==> src/rtl/cic_pkg.sv <==
`default_nettype none
// ============================================================================
//  Module   : cic_pkg
//  Purpose  : Shared constants and helper functions for the cic_decim_n
//             CIC decimator: default parameter values, runtime clamping of the
//             decimation rate R and differential delay M, and the register
//             growth formula used to check OUT_W at elaboration.
//  Ports    : none (package)
//  Revision : 1.0  initial release
// ============================================================================
package cic_pkg;

    localparam int c_def_n_stages = 2;
    localparam int c_def_max_m    = 8;
    localparam int c_def_dec_w    = 16;
    localparam int c_def_out_w    = 32;
    localparam int c_def_r_max    = 256;

    // M: 0 behaves as 1, anything above the delay-line depth saturates.
    function automatic logic [7:0] clamp_m(input logic [7:0] m_raw,
                                           input int unsigned max_m);
        logic [7:0] m;
        if (m_raw == 8'd0) begin
            m = 8'd1;
        end else if (32'(m_raw) > max_m) begin
            m = 8'(max_m);
        end else begin
            m = m_raw;
        end
        return m;
    endfunction

    // R: 0 behaves as 1 (one output per accepted sample).
    function automatic logic [31:0] clamp_r(input logic [31:0] r_raw);
        return (r_raw == 32'd0) ? 32'd1 : r_raw;
    endfunction

    // Bits needed to hold the full-precision CIC gain (R*M)^N plus sign.
    function automatic int unsigned req_width(input int unsigned n,
                                              input int unsigned r,
                                              input int unsigned m);
        return n * $clog2(r * m) + 1;
    endfunction

endpackage
`default_nettype wire

==> src/rtl/cic_decim_n_if.sv <==
`default_nettype none
// ============================================================================
//  Module   : cic_decim_n_if
//  Purpose  : Stream/config bundle between the PDM front-end, the CIC
//             decimator and the downstream PCM consumer.
//  Signals  : clk_en    global clock enable (all CIC state holds when low)
//             new_data  din valid
//             din       PDM bit
//             comb_num  differential delay M (8 bit)
//             dec_num   decimation rate R (DEC_W bit)
//             out       PCM sample (OUT_W bit, two's complement)
//             out_rdy   one-cycle pulse, out valid
//  Modports : master (front-end / consumer side), slave (decimator)
//  Revision : 1.0  initial release
// ============================================================================
interface cic_decim_n_if #(
    parameter int DEC_W = 16,
    parameter int OUT_W = 32
);
    logic             clk_en;
    logic             new_data;
    logic             din;
    logic [7:0]       comb_num;
    logic [DEC_W-1:0] dec_num;
    logic [OUT_W-1:0] out;
    logic             out_rdy;

    modport master (
        output clk_en, new_data, din, comb_num, dec_num,
        input  out, out_rdy
    );

    modport slave (
        input  clk_en, new_data, din, comb_num, dec_num,
        output out, out_rdy
    );
endinterface
`default_nettype wire

==> src/rtl/cic_comb_stage.sv <==
`default_nettype none
// ============================================================================
//  Module   : cic_comb_stage
//  Purpose  : One CIC comb section y = in - in[-M] with a MAX_M deep delay
//             line and a registered output. The delay line advances only on
//             this stage's own valid so M counts decimated samples.
//  Ports    : clk, rst (async, active low), clk_en (freeze when low)
//             clear      zero the delay line (M changed)
//             in/valid_in   sample from previous stage
//             M          current differential delay, already clamped 1..MAX_M
//             out/valid_out registered comb result
//  Revision : 1.0  initial release
// ============================================================================
module cic_comb_stage #(
    parameter int MAX_M = 8,
    parameter int OUT_W = 32
) (
    input  logic             clk,
    input  logic             rst,
    input  logic             clk_en,
    input  logic             clear,
    input  logic [OUT_W-1:0] in,
    input  logic             valid_in,
    input  logic [7:0]       M,
    output logic [OUT_W-1:0] out,
    output logic             valid_out
);

    logic [OUT_W-1:0] dly_q [MAX_M];
    logic [OUT_W-1:0] dly_d [MAX_M];
    logic [OUT_W-1:0] out_q, out_d;
    logic             valid_q, valid_d;
    logic [OUT_W-1:0] tap;

    // Oldest sample of interest sits at index M-1.
    always_comb begin
        tap = dly_q[0];
        for (int i = 0; i < MAX_M; i++) begin
            if (M == 8'(i + 1)) begin
                tap = dly_q[i];
            end
        end
    end

    always_comb begin
        dly_d   = dly_q;
        out_d   = out_q;
        valid_d = valid_q;
        if (clk_en) begin
            valid_d = valid_in;
            if (valid_in) begin
                out_d = in - tap;
            end
            if (clear) begin
                for (int i = 0; i < MAX_M; i++) begin
                    dly_d[i] = '0;
                end
            end else if (valid_in) begin
                dly_d[0] = in;
                for (int i = 1; i < MAX_M; i++) begin
                    dly_d[i] = dly_q[i-1];
                end
            end
        end
    end

    always_ff @(posedge clk or negedge rst) begin
        if (!rst) begin
            for (int i = 0; i < MAX_M; i++) begin
                dly_q[i] <= '0;
            end
            out_q   <= '0;
            valid_q <= 1'b0;
        end else begin
            dly_q   <= dly_d;
            out_q   <= out_d;
            valid_q <= valid_d;
        end
    end

    assign out       = out_q;
    assign valid_out = valid_q;

endmodule
`default_nettype wire

==> src/rtl/cic_decim_n.sv <==
`default_nettype none
// ============================================================================
//  Module   : cic_decim_n
//  Purpose  : N-stage CIC decimator for a 1-bit PDM stream. N integrators run
//             at the accepted-sample rate, a decimation counter issues a tick
//             every R accepts, N pipelined comb stages run at the tick rate,
//             and the result is registered to out with an out_rdy pulse.
//             out_rdy is suppressed for the first N*M outputs after reset or
//             after a change of M (start-up transient).
//  Ports    : clk         system clock
//             rst         asynchronous, active-low reset
//             bus         cic_decim_n_if.slave (clk_en, new_data, din,
//                         comb_num, dec_num -> out, out_rdy)
//  Options  : CIC_BIPOLAR_EN  defined: din maps to +1/-1 (signed PCM around 0)
//                             undefined: din maps to 1/0 (unsigned magnitude)
//  Revision : 1.0  initial release
// ============================================================================
module cic_decim_n
    import cic_pkg::*;
#(
    parameter int N_STAGES = c_def_n_stages,
    parameter int MAX_M    = c_def_max_m,
    parameter int DEC_W    = c_def_dec_w,
    parameter int OUT_W    = c_def_out_w,
    parameter int R_MAX    = c_def_r_max
) (
    input  logic           clk,
    input  logic           rst,
    cic_decim_n_if.slave   bus
);

    // ------------------------------------------------------------------
    // Elaboration checks
    // ------------------------------------------------------------------
    if ((N_STAGES < 1) || (N_STAGES > 6)) begin : g_chk_stages
        $error("cic_decim_n: N_STAGES must be in 1..6");
    end
    if ((MAX_M < 1) || (MAX_M > 255) || (DEC_W < 1) || (DEC_W > 32)) begin : g_chk_cfg
        $error("cic_decim_n: MAX_M must be 1..255 and DEC_W 1..32");
    end
    if (OUT_W < int'(req_width(N_STAGES, R_MAX, MAX_M))) begin : g_chk_width
        $error("cic_decim_n: OUT_W too small for (R_MAX*MAX_M)^N_STAGES growth");
    end

    // ------------------------------------------------------------------
    // Input qualification and runtime configuration
    // ------------------------------------------------------------------
    logic             accept;
    logic [OUT_W-1:0] x;
    logic [31:0]      r_eff;
    logic [7:0]       m_eff;
    logic [7:0]       m_q, m_d;
    logic             m_chg;

    assign accept = bus.clk_en && bus.new_data;
    assign r_eff  = clamp_r(32'(bus.dec_num));
    assign m_eff  = clamp_m(bus.comb_num, MAX_M);

`ifdef CIC_BIPOLAR_EN
    assign x = bus.din ? OUT_W'(1) : '1;
`else
    assign x = {{(OUT_W-1){1'b0}}, bus.din};
`endif

    // A new M invalidates the delay-line history: restart warm-up.
    assign m_chg = bus.clk_en && (m_eff != m_q);
    assign m_d   = bus.clk_en ? m_eff : m_q;

    // ------------------------------------------------------------------
    // Integrators (each stage adds the previous stage's old value)
    // ------------------------------------------------------------------
    logic [OUT_W-1:0] integ_q [N_STAGES];
    logic [OUT_W-1:0] integ_d [N_STAGES];

    always_comb begin
        integ_d = integ_q;
        if (accept) begin
            integ_d[0] = integ_q[0] + x;
            for (int k = 1; k < N_STAGES; k++) begin
                integ_d[k] = integ_q[k] + integ_q[k-1];
            end
        end
    end

    // ------------------------------------------------------------------
    // Decimation counter. The >= compare makes a lowered R wrap on the
    // next accept instead of running all the way round.
    // ------------------------------------------------------------------
    logic [DEC_W-1:0] cnt_q, cnt_d;
    logic             tick;

    always_comb begin
        cnt_d = cnt_q;
        tick  = 1'b0;
        if (accept) begin
            if (32'(cnt_q) >= (r_eff - 32'd1)) begin
                cnt_d = '0;
                tick  = 1'b1;
            end else begin
                cnt_d = cnt_q + DEC_W'(1);
            end
        end
    end

    // ------------------------------------------------------------------
    // Comb chain input register: captures the last integrator including
    // the sample that produced the tick.
    // ------------------------------------------------------------------
    logic [OUT_W-1:0] comb_in_q, comb_in_d;
    logic             v0_q, v0_d;

    always_comb begin
        comb_in_d = comb_in_q;
        v0_d      = v0_q;
        if (bus.clk_en) begin
            v0_d = tick;
            if (tick) begin
                comb_in_d = integ_d[N_STAGES-1];
            end
        end
    end

    // ------------------------------------------------------------------
    // Comb chain
    // ------------------------------------------------------------------
    logic [N_STAGES:0][OUT_W-1:0] st_data;
    logic [N_STAGES:0]            st_vld;

    assign st_data[0] = comb_in_q;
    assign st_vld[0]  = v0_q;

    for (genvar k = 0; k < N_STAGES; k++) begin : g_comb
        cic_comb_stage #(
            .MAX_M (MAX_M),
            .OUT_W (OUT_W)
        ) u_stage (
            .clk       (clk),
            .rst       (rst),
            .clk_en    (bus.clk_en),
            .clear     (m_chg),
            .in        (st_data[k]),
            .valid_in  (st_vld[k]),
            .M         (m_eff),
            .out       (st_data[k+1]),
            .valid_out (st_vld[k+1])
        );
    end

    // ------------------------------------------------------------------
    // Output register and warm-up suppression. out_rdy is forced low on
    // disabled cycles so it stays a single-cycle pulse during a stall.
    // ------------------------------------------------------------------
    logic [OUT_W-1:0] out_q, out_d;
    logic             rdy_q, rdy_d;
    logic [15:0]      wu_q, wu_d;
    logic [15:0]      wu_target;

    assign wu_target = 16'(N_STAGES) * {8'd0, m_eff};

    always_comb begin
        out_d = out_q;
        rdy_d = 1'b0;
        wu_d  = wu_q;
        if (bus.clk_en) begin
            if (st_vld[N_STAGES]) begin
                out_d = st_data[N_STAGES];
                if (wu_q < wu_target) begin
                    wu_d = wu_q + 16'd1;
                end else begin
                    rdy_d = 1'b1;
                end
            end
            if (m_chg) begin
                wu_d = '0;
            end
        end
    end

    // ------------------------------------------------------------------
    // State registers
    // ------------------------------------------------------------------
    always_ff @(posedge clk or negedge rst) begin
        if (!rst) begin
            for (int k = 0; k < N_STAGES; k++) begin
                integ_q[k] <= '0;
            end
            cnt_q     <= '0;
            comb_in_q <= '0;
            v0_q      <= 1'b0;
            m_q       <= '0;
            out_q     <= '0;
            rdy_q     <= 1'b0;
            wu_q      <= '0;
        end else begin
            if (bus.clk_en) begin
                integ_q <= integ_d;
            end
            cnt_q     <= cnt_d;
            comb_in_q <= comb_in_d;
            v0_q      <= v0_d;
            m_q       <= m_d;
            out_q     <= out_d;
            rdy_q     <= rdy_d;
            wu_q      <= wu_d;
        end
    end

    assign bus.out     = out_q;
    assign bus.out_rdy = rdy_q;

endmodule
`default_nettype wire

==> src/flat_wrapper.sv <==
// flat-port wrapper written by rule: the top's interface ports become plain ports
module cic_decim_n_flat import cic_pkg::*;
#(
    parameter int N_STAGES = c_def_n_stages,
    parameter int MAX_M    = c_def_max_m,
    parameter int DEC_W    = c_def_dec_w,
    parameter int OUT_W    = c_def_out_w,
    parameter int R_MAX    = c_def_r_max
)
  (clk, rst, bus_clk_en, bus_new_data, bus_din, bus_comb_num, bus_dec_num, bus_out, bus_out_rdy);
  cic_decim_n_if #(.DEC_W(DEC_W), .OUT_W(OUT_W)) bus_i ();
  input  logic clk;
  input  logic rst;
  input wire logic [$bits(bus_i.clk_en)-1:0] bus_clk_en;
  input wire logic [$bits(bus_i.new_data)-1:0] bus_new_data;
  input wire logic [$bits(bus_i.din)-1:0] bus_din;
  input wire logic [$bits(bus_i.comb_num)-1:0] bus_comb_num;
  input wire logic [$bits(bus_i.dec_num)-1:0] bus_dec_num;
  output wire logic [$bits(bus_i.out)-1:0] bus_out;
  output wire logic [$bits(bus_i.out_rdy)-1:0] bus_out_rdy;
  assign bus_i.clk_en = bus_clk_en;
  assign bus_i.new_data = bus_new_data;
  assign bus_i.din = bus_din;
  assign bus_i.comb_num = bus_comb_num;
  assign bus_i.dec_num = bus_dec_num;
  assign bus_out = bus_i.out;
  assign bus_out_rdy = bus_i.out_rdy;
  cic_decim_n #(.N_STAGES(N_STAGES), .MAX_M(MAX_M), .DEC_W(DEC_W), .OUT_W(OUT_W), .R_MAX(R_MAX)) u_core (.clk(clk), .rst(rst), .bus(bus_i));
endmodule
==> config.mk <==
export PLATFORM = sky130hd
export DESIGN_NAME = cic_decim_n_flat
export DESIGN_NICKNAME = d
export VERILOG_FILES = /design/src/rtl/cic_pkg.sv /design/src/rtl/cic_decim_n_if.sv /design/src/rtl/cic_comb_stage.sv /design/src/rtl/cic_decim_n.sv /design/src/flat_wrapper.sv
export SDC_FILE = /design/constraint.sdc
export NUM_CORES = 2
export LEC_CHECK = 0
export CAP_MARGIN = 20
export CORE_MARGIN = 3
export CORE_UTILIZATION = 50
export CTS_BUF_LIST = sky130_fd_sc_hd__clkbuf_4 sky130_fd_sc_hd__clkbuf_8 sky130_fd_sc_hd__clkbuf_16
export DETAILED_ROUTE_END_ITERATION = 8
export PLACE_DENSITY = 0.66
export SYNTH_ARGS = -nofsm -noshare
export SYNTH_HDL_FRONTEND = slang
export SYNTH_HIERARCHICAL = 1
export SYNTH_SLANG_ARGS = --single-unit
export TNS_END_PERCENT = 30
==> constraint.sdc <==
create_clock -name clk -period 9.2 [get_ports clk]
set_clock_uncertainty 0.05 [all_clocks]
set_input_delay 1.38 -clock clk [delete_from_list [all_inputs] [get_ports clk]]
set_output_delay 1.38 -clock clk [all_outputs]
set_load 0.05 [all_outputs]
# --- After elaboration in Yosys (flattened, before gate mapping) ---
# Cells that the tools add are included.
totals:
  ff_bits: 748
  in_bits: 29
  out_inout_bits: 33
  elab_cells: 94
classes:
  addsub: 7
  magnitude_cmp: 3
  eq_ne: 8
  mux: 31
  reduce_logical: 16
ops:
  columns: ["cell", "n"]
  rows:
  - ["two-way mux 256 bit", 4]
  - ["two-way mux 32 bit", 15]
  - ["two-way mux 16 bit", 5]
  - ["subtractor 32 bit", 2]
  - ["adder 16 x 1 -> 16 bit (second input constant)", 2]
  - ["adder 32 x 1 -> 32 bit", 1]
  - ["adder 32 bit", 1]
  - ["equality test 8 x 3 -> 1 bit (second input constant)", 4]
  - [">= comparator 16 x 32 -> 1 bit", 1]
  - ["subtractor 32 x 1 -> 32 bit (second input constant)", 1]
  - ["equality test 8 x 2 -> 1 bit (second input constant)", 2]
  - ["logical NOT 16 bit", 1]
  - ["less-than comparator 16 x 9 -> 1 bit", 1]
  - ["two-way mux 8 bit", 2]
  - ["AND reduction 2 bit", 7]
  - ["equality test 8 x 4 -> 1 bit (second input constant)", 1]
  - ["greater-than comparator 8 x 4 -> 1 bit (second input constant)", 1]
  - ["logical NOT 8 bit", 1]
  - ["!= test 8 bit", 1]
  - ["nonzero test 2 bit", 4]
  - ["two-way mux 1 bit", 5]
  - ["AND reduction 3 bit", 1]
  - ["logical AND 1 bit", 2]

# --- Longest topological paths before layout ---
depth:
  ltp_word: 12
  mapped_depth: 25
  depth_no_buf: 23

# --- By module ---
# The synthesis kept the hierarchy.
modules_own_cells:
  columns: ["mod", "instances", "cells_each", "area_each_um2", "seq_area_each_um2"]
  rows:
  - ["cic_comb_stage (u_core.g_comb[0].u_stage)", 1, 1283, 13909.6, 7231.9]
  - ["cic_comb_stage (u_core.g_comb[1].u_stage)", 1, 1273, 13827.0, 7231.9]
  - ["cic_decim_n", 1, 876, 9221.3, 4254.1]

# --- Least setup slack after synthesis ---
# OpenSTA, ideal clock, no wires.
synth_path:
  path_kind: "input to register"
  start: "input port bus_comb_num[6]"
  end: "register u_core.g_comb[0].u_stage.out_q[29]"
  setup_ns: 0.069
  arrival_ns: 6.716
  required_ns: 9.081
  path_slack_ns: 2.366
  cell_stages: 21
  path_buffers: 5
  cell_sequence: "or4_4 -> nor2_1 -> inv_2 -> nor2_1 -> clkbuf_1 -> clkbuf_1 -> clkbuf_1 -> clkbuf_1 -> a211oi_1 -> a211oi_1 -> a211oi_1 -> nor3_1 -> a21oi_1 -> ha_1 -> clkbuf_1 -> nand4_1 -> or4_1 -> o221ai_1 -> o21ai_1 -> or4_1 -> nand3_1"
synth_via:
  elab_chain_len: 12
  elab_cells_between_ends: 19
  cone_classes: "add/sub: 1; order compare: 1; eq/ne: 7; mux: 9; reduce/logical: 1"
synth_lines:
  columns: ["element", "line_no", "text"]
  rows:
  - ["from (decl)", "flat_wrapper.sv:17", "input wire logic [$bits(bus_i.comb_num)-1:0] bus_comb_num;"]
  - ["greater-than comparator 8 x 4 -> 1 bit", "cic_pkg.sv:25", "end else if (32'(m_raw) > max_m) begin"]
  - ["two-way mux 8 bit", "cic_pkg.sv:25", null]
  - ["two-way mux 8 bit *", "cic_pkg.sv:23", "if (m_raw == 8'd0) begin"]
  - ["via u_core.m_eff[3]", "cic_decim_n.sv:51", "logic [7:0] m_eff;"]
  - ["equality test 8 x 2 -> 1 bit", "cic_comb_stage.sv:39", "if (M == 8'(i + 1)) begin"]
  - ["two-way mux 32 bit (6 in a row)", "cic_comb_stage.sv:39", null]
  - ["two-way mux 32 bit *", "cic_comb_stage.sv:39", null]
  - ["subtractor 32 bit *", "cic_comb_stage.sv:52", "out_d = in - tap;"]
  - ["to (signal assigned)", "cic_comb_stage.sv:76", "out_q <= out_d;"]
  - ["to (decl)", "cic_comb_stage.sv:31", "logic [OUT_W-1:0] out_q, out_d;"]
# Mark *: on every way through the listed nets, which the timed path passes. The rest lies on a longest branch.
# A chain may end at the register's enable or synchronous reset.

# --- Worst setup path in the final report ---
layout_path:
  start: "input port bus_comb_num[6]"
  end: "register u_core.g_comb[0].u_stage.out_q[30]"
# Same word-level chain as after synthesis.

==> flow_summary.toml <==
[cts]
htree_levels = 3
postCtsSetupRepairBufs = 0
cts_resized = 0
hold_buffers = 0
path_clk_slew_ns = 0.06
clkSinkCount = 748
cts_root_buffer = "clkbuf_16"
cts_tree = "built"
clock_path_buffers = 3
cts_buffers = 81
clkLatencyLatePin_ns = 0.63

[power]
p_int_mw = 5.60
netSwitchingPower_mw = 1.83
pwr-share-comb_pct = 8.9
p_sw_share_pct = 24.6
vdd_drop_max_v = 0.000165
finalPower_mw = 7.43
p_seq_share_pct = 45.7
power.leakage_nw = 19.2
p_clk_share_pct = 45.4
p_per_area_mw_per_mm2 = 181

[placed_design]
gp_congestion = 0.899
port_buffers = 61
dp_hpwl_um = 60200

[setup_path]
critical_path.cell_chain = "clkdlybuf4s50_1 > or4_4 > nor2_1 > nand2_1 > inv_1 > nor3b_2 > nand2_2 > a211oi_1 > a211oi_1 > a211oi_1 > o31ai_1 > ha_1 > inv_1 > fa_1 > a21oi_1 > o211ai_1 > o2111ai_1 > a211o_1 > a211oi_2 > nand4_1 > or4b_1 > o2111ai_1"
start_kind = "input pin"
crit_fanout = 39
cpMostUsedCell = "a211oi_1"
cp.required_ns = 9.67
arrival_ns = 7.93
critPathMaxStageDelay_ns = 0.62
critPathKind = "in2reg"
crit_path_end_kind = "register"
slowest_stage = "nand2_2"

[logic_synthesis]
synth_cell_types = 87
ys_top_cells_by_count = "dfrtp_1 (748), a22o_1 (512), nand2_1 (326), clkbuf_1 (200), a21oi_1 (159)"
syn_inst = 3432
yosysWarnings = 6
ys_seq_elements = 748
synthMostInstantiatedCell = "dfrtp_1"
synthTopCellsByArea = "dfrtp_1 (51%), a22o_1 (12%), ha_1 (4.1%), nand2_1 (3.3%), a21oi_1 (2.2%)"
synth_edf_count = 0
synth_area_mm2 = 0.0370
yosys.area.top_type = "dfrtp_1"
yosysSeqAreaShare_pct = 50.6
avgSynthCellArea_um2 = 10.8
async_flop_share_pct = 100
synthFlopType = "dfrtp_1"
synth_top_area_share_pct = 50.6

[drt]
antenna_left = 0
wirelength_um = 92100
vias_per_cell = 6.16
wire_per_inst_um = 20.9
drt_iter0_drc = 2402
dr.pass1.iters = 6
vias = 27100
post-route-drc-count = 0

[timing]
timing.hold.ws_ns = 0.430
finalCritPeriodShare_pct = 81.1
slew_violations = 0
slew_headroom_pct = 26.7
hold_viol_final = 0
period_minus_slack_ns = 7.46
fin_tns_setup_ns = 0
rsz0062_at_grt = "false"
max_freq_mhz = 134
finalSetupViolations = 0
worstMarginPinSlew_ns = 1.10

[run_status]
outcome = "finished clean"

[floorplanning]
rows = 99
core-area_mm2 = 0.0731
die-height_um = 278
initial_core_util_pct = 50.6
io_pins = 62
die-area_mm2 = 0.0772
dieWidth_um = 278

[global_route]
track_usage_pct = 23.9
grt_pass1_wl_um = 150000
antenna_found_initial = 1
grt_overflow = 0
grt_max_degree = 186
grt_pass1_vias = 26800

[finish]
antenna_cells = 0
post-route-util_pct = 56.3
nFillCells = 6137
nets = 3533
area_growth_pct = 11.4
layout-drive-gt1-share_pct = 8.31

[min_path]
hold_class = "reg2reg"

[run]
maxCapViolCount = 0
critical path, delay by kind of cell:
kind	cells	cell delay (ns)
simple gates	7	2.85
buf+inv	3	0.85
fa+ha+maj	2	0.43
compound gates	10	2.41
path summary, 6_finish.rpt:
| check | startpoint | end | slack, ns | depth (start not counted) |
|---|---|---|---|---|
| worst max register to register | u_core/g_comb[1].u_stage/dly_q[160] | u_core/g_comb[1].u_stage/out[30] | 5.10 | 18 |
| worst max-delay path | bus_comb_num[6] | u_core/g_comb[0].u_stage/out[30] | 1.74 | 22 |
| min in group asynchronous | rst | u_core/wu_q[1] | 0.74 | 1 |
| max in group asynchronous | rst | u_core/g_comb[1].u_stage/out[22] | 6.14 | 3 |
| worst min register to register | u_core/g_comb[1].u_stage/out[8] | u_core/g_comb[1].u_stage/out[8] | 0.43 | 2 |
| worst min-delay path | u_core/g_comb[1].u_stage/out[8] | u_core/g_comb[1].u_stage/out[8] | 0.43 | 2 |
cell usage in the layout (no fill, tap or decap), types with 48 or more instances in the layout:
cell type and count:
xnor2_1 82, nor2b_1 53, mux2_2 48, clkbuf_16 84
nor2_1 153, clkdlybuf4s50_1 60, a22o_1 512, a21oi_1 159
nand2_1 322, xor2_1 50, ha_1 121, dfrtp_1 748
mux2i_1 77, o211ai_1 71, nor3_1 55, o21ai_0 128
a211oi_1 102
cell families after synthesis:
| logic type | Yosys count | share of synthesized area [%] |
|---|---|---|
| fa+ha+maj | 124 | 4.26 |
| compound gates | 1201 | 24.3 |
| simple gates | 777 | 9.89 |
| buf+inv | 295 | 3.18 |
| other cells | 2 | 0.0203 |
| flops | 748 | 50.6 |
| xor+xnor | 132 | 3.13 |
| mux | 153 | 4.53 |
per-stage QoR:
stage | instances | cell area, µm² | worst slack, ns
detailed placement | 4254 | 38300 | 1.13
global route | 4401 | 41200 | 1.21
floorplan | 3442 | 37000 | 2.37
global placement | 4254 | 38300 | 1.32
CTS | 4399 | 41100 | 1.75
finish | 4401 | 41200 | 1.74
power groups by stage:
stage,registers (mW),clock network (mW),logic (mW)
2_1_floorplan,3.43,0,0.422
3_3_place_gp,3.45,0,0.650
4_1_cts,3.39,3.46,0.665
6_report,3.39,3.38,0.662
3_5_place_dp,3.45,0,0.662
5_1_grt,3.40,3.59,0.739
layer usage:
layer  track usage [%]  vias up  routed length, µm
met1              33.0    13600              41300
met5                 0        -                 13
met3              3.43      168               3810
met2              37.5      629              42700
met4              10.7        2               4340
li1                  -    12700                  -
registers in the layout, indices dropped and copies added (netlist names):
| signal | count |
|---|---|
| u_core/bus.out | 32 |
| u_core/bus.out_rdy | 1 |
| u_core/cnt_q | 16 |
| u_core/comb_in_q | 32 |
| u_core/g_comb.u_stage/dly_q | 512 |
| u_core/g_comb.u_stage/out | 64 |
| u_core/g_comb.u_stage/valid_out | 2 |
| u_core/integ_q | 64 |
| u_core/m_q | 8 |
| u_core/v0_q | 1 |
| u_core/wu_q | 16 |
area by class of cell:
class	instances	area [µm²]	area share, %
Clock inverter	25	315	0.766
Sequential cell	748	18700	45.5
Clock buffer	120	2490	6.05
Tap cell	959	1200	2.92
Inverter	49	184	0.447
Multi-Input combinational cell	2399	17200	41.8
Timing Repair Buffer	101	1060	2.58
Note: power is estimated with default switching activity, not from simulation.
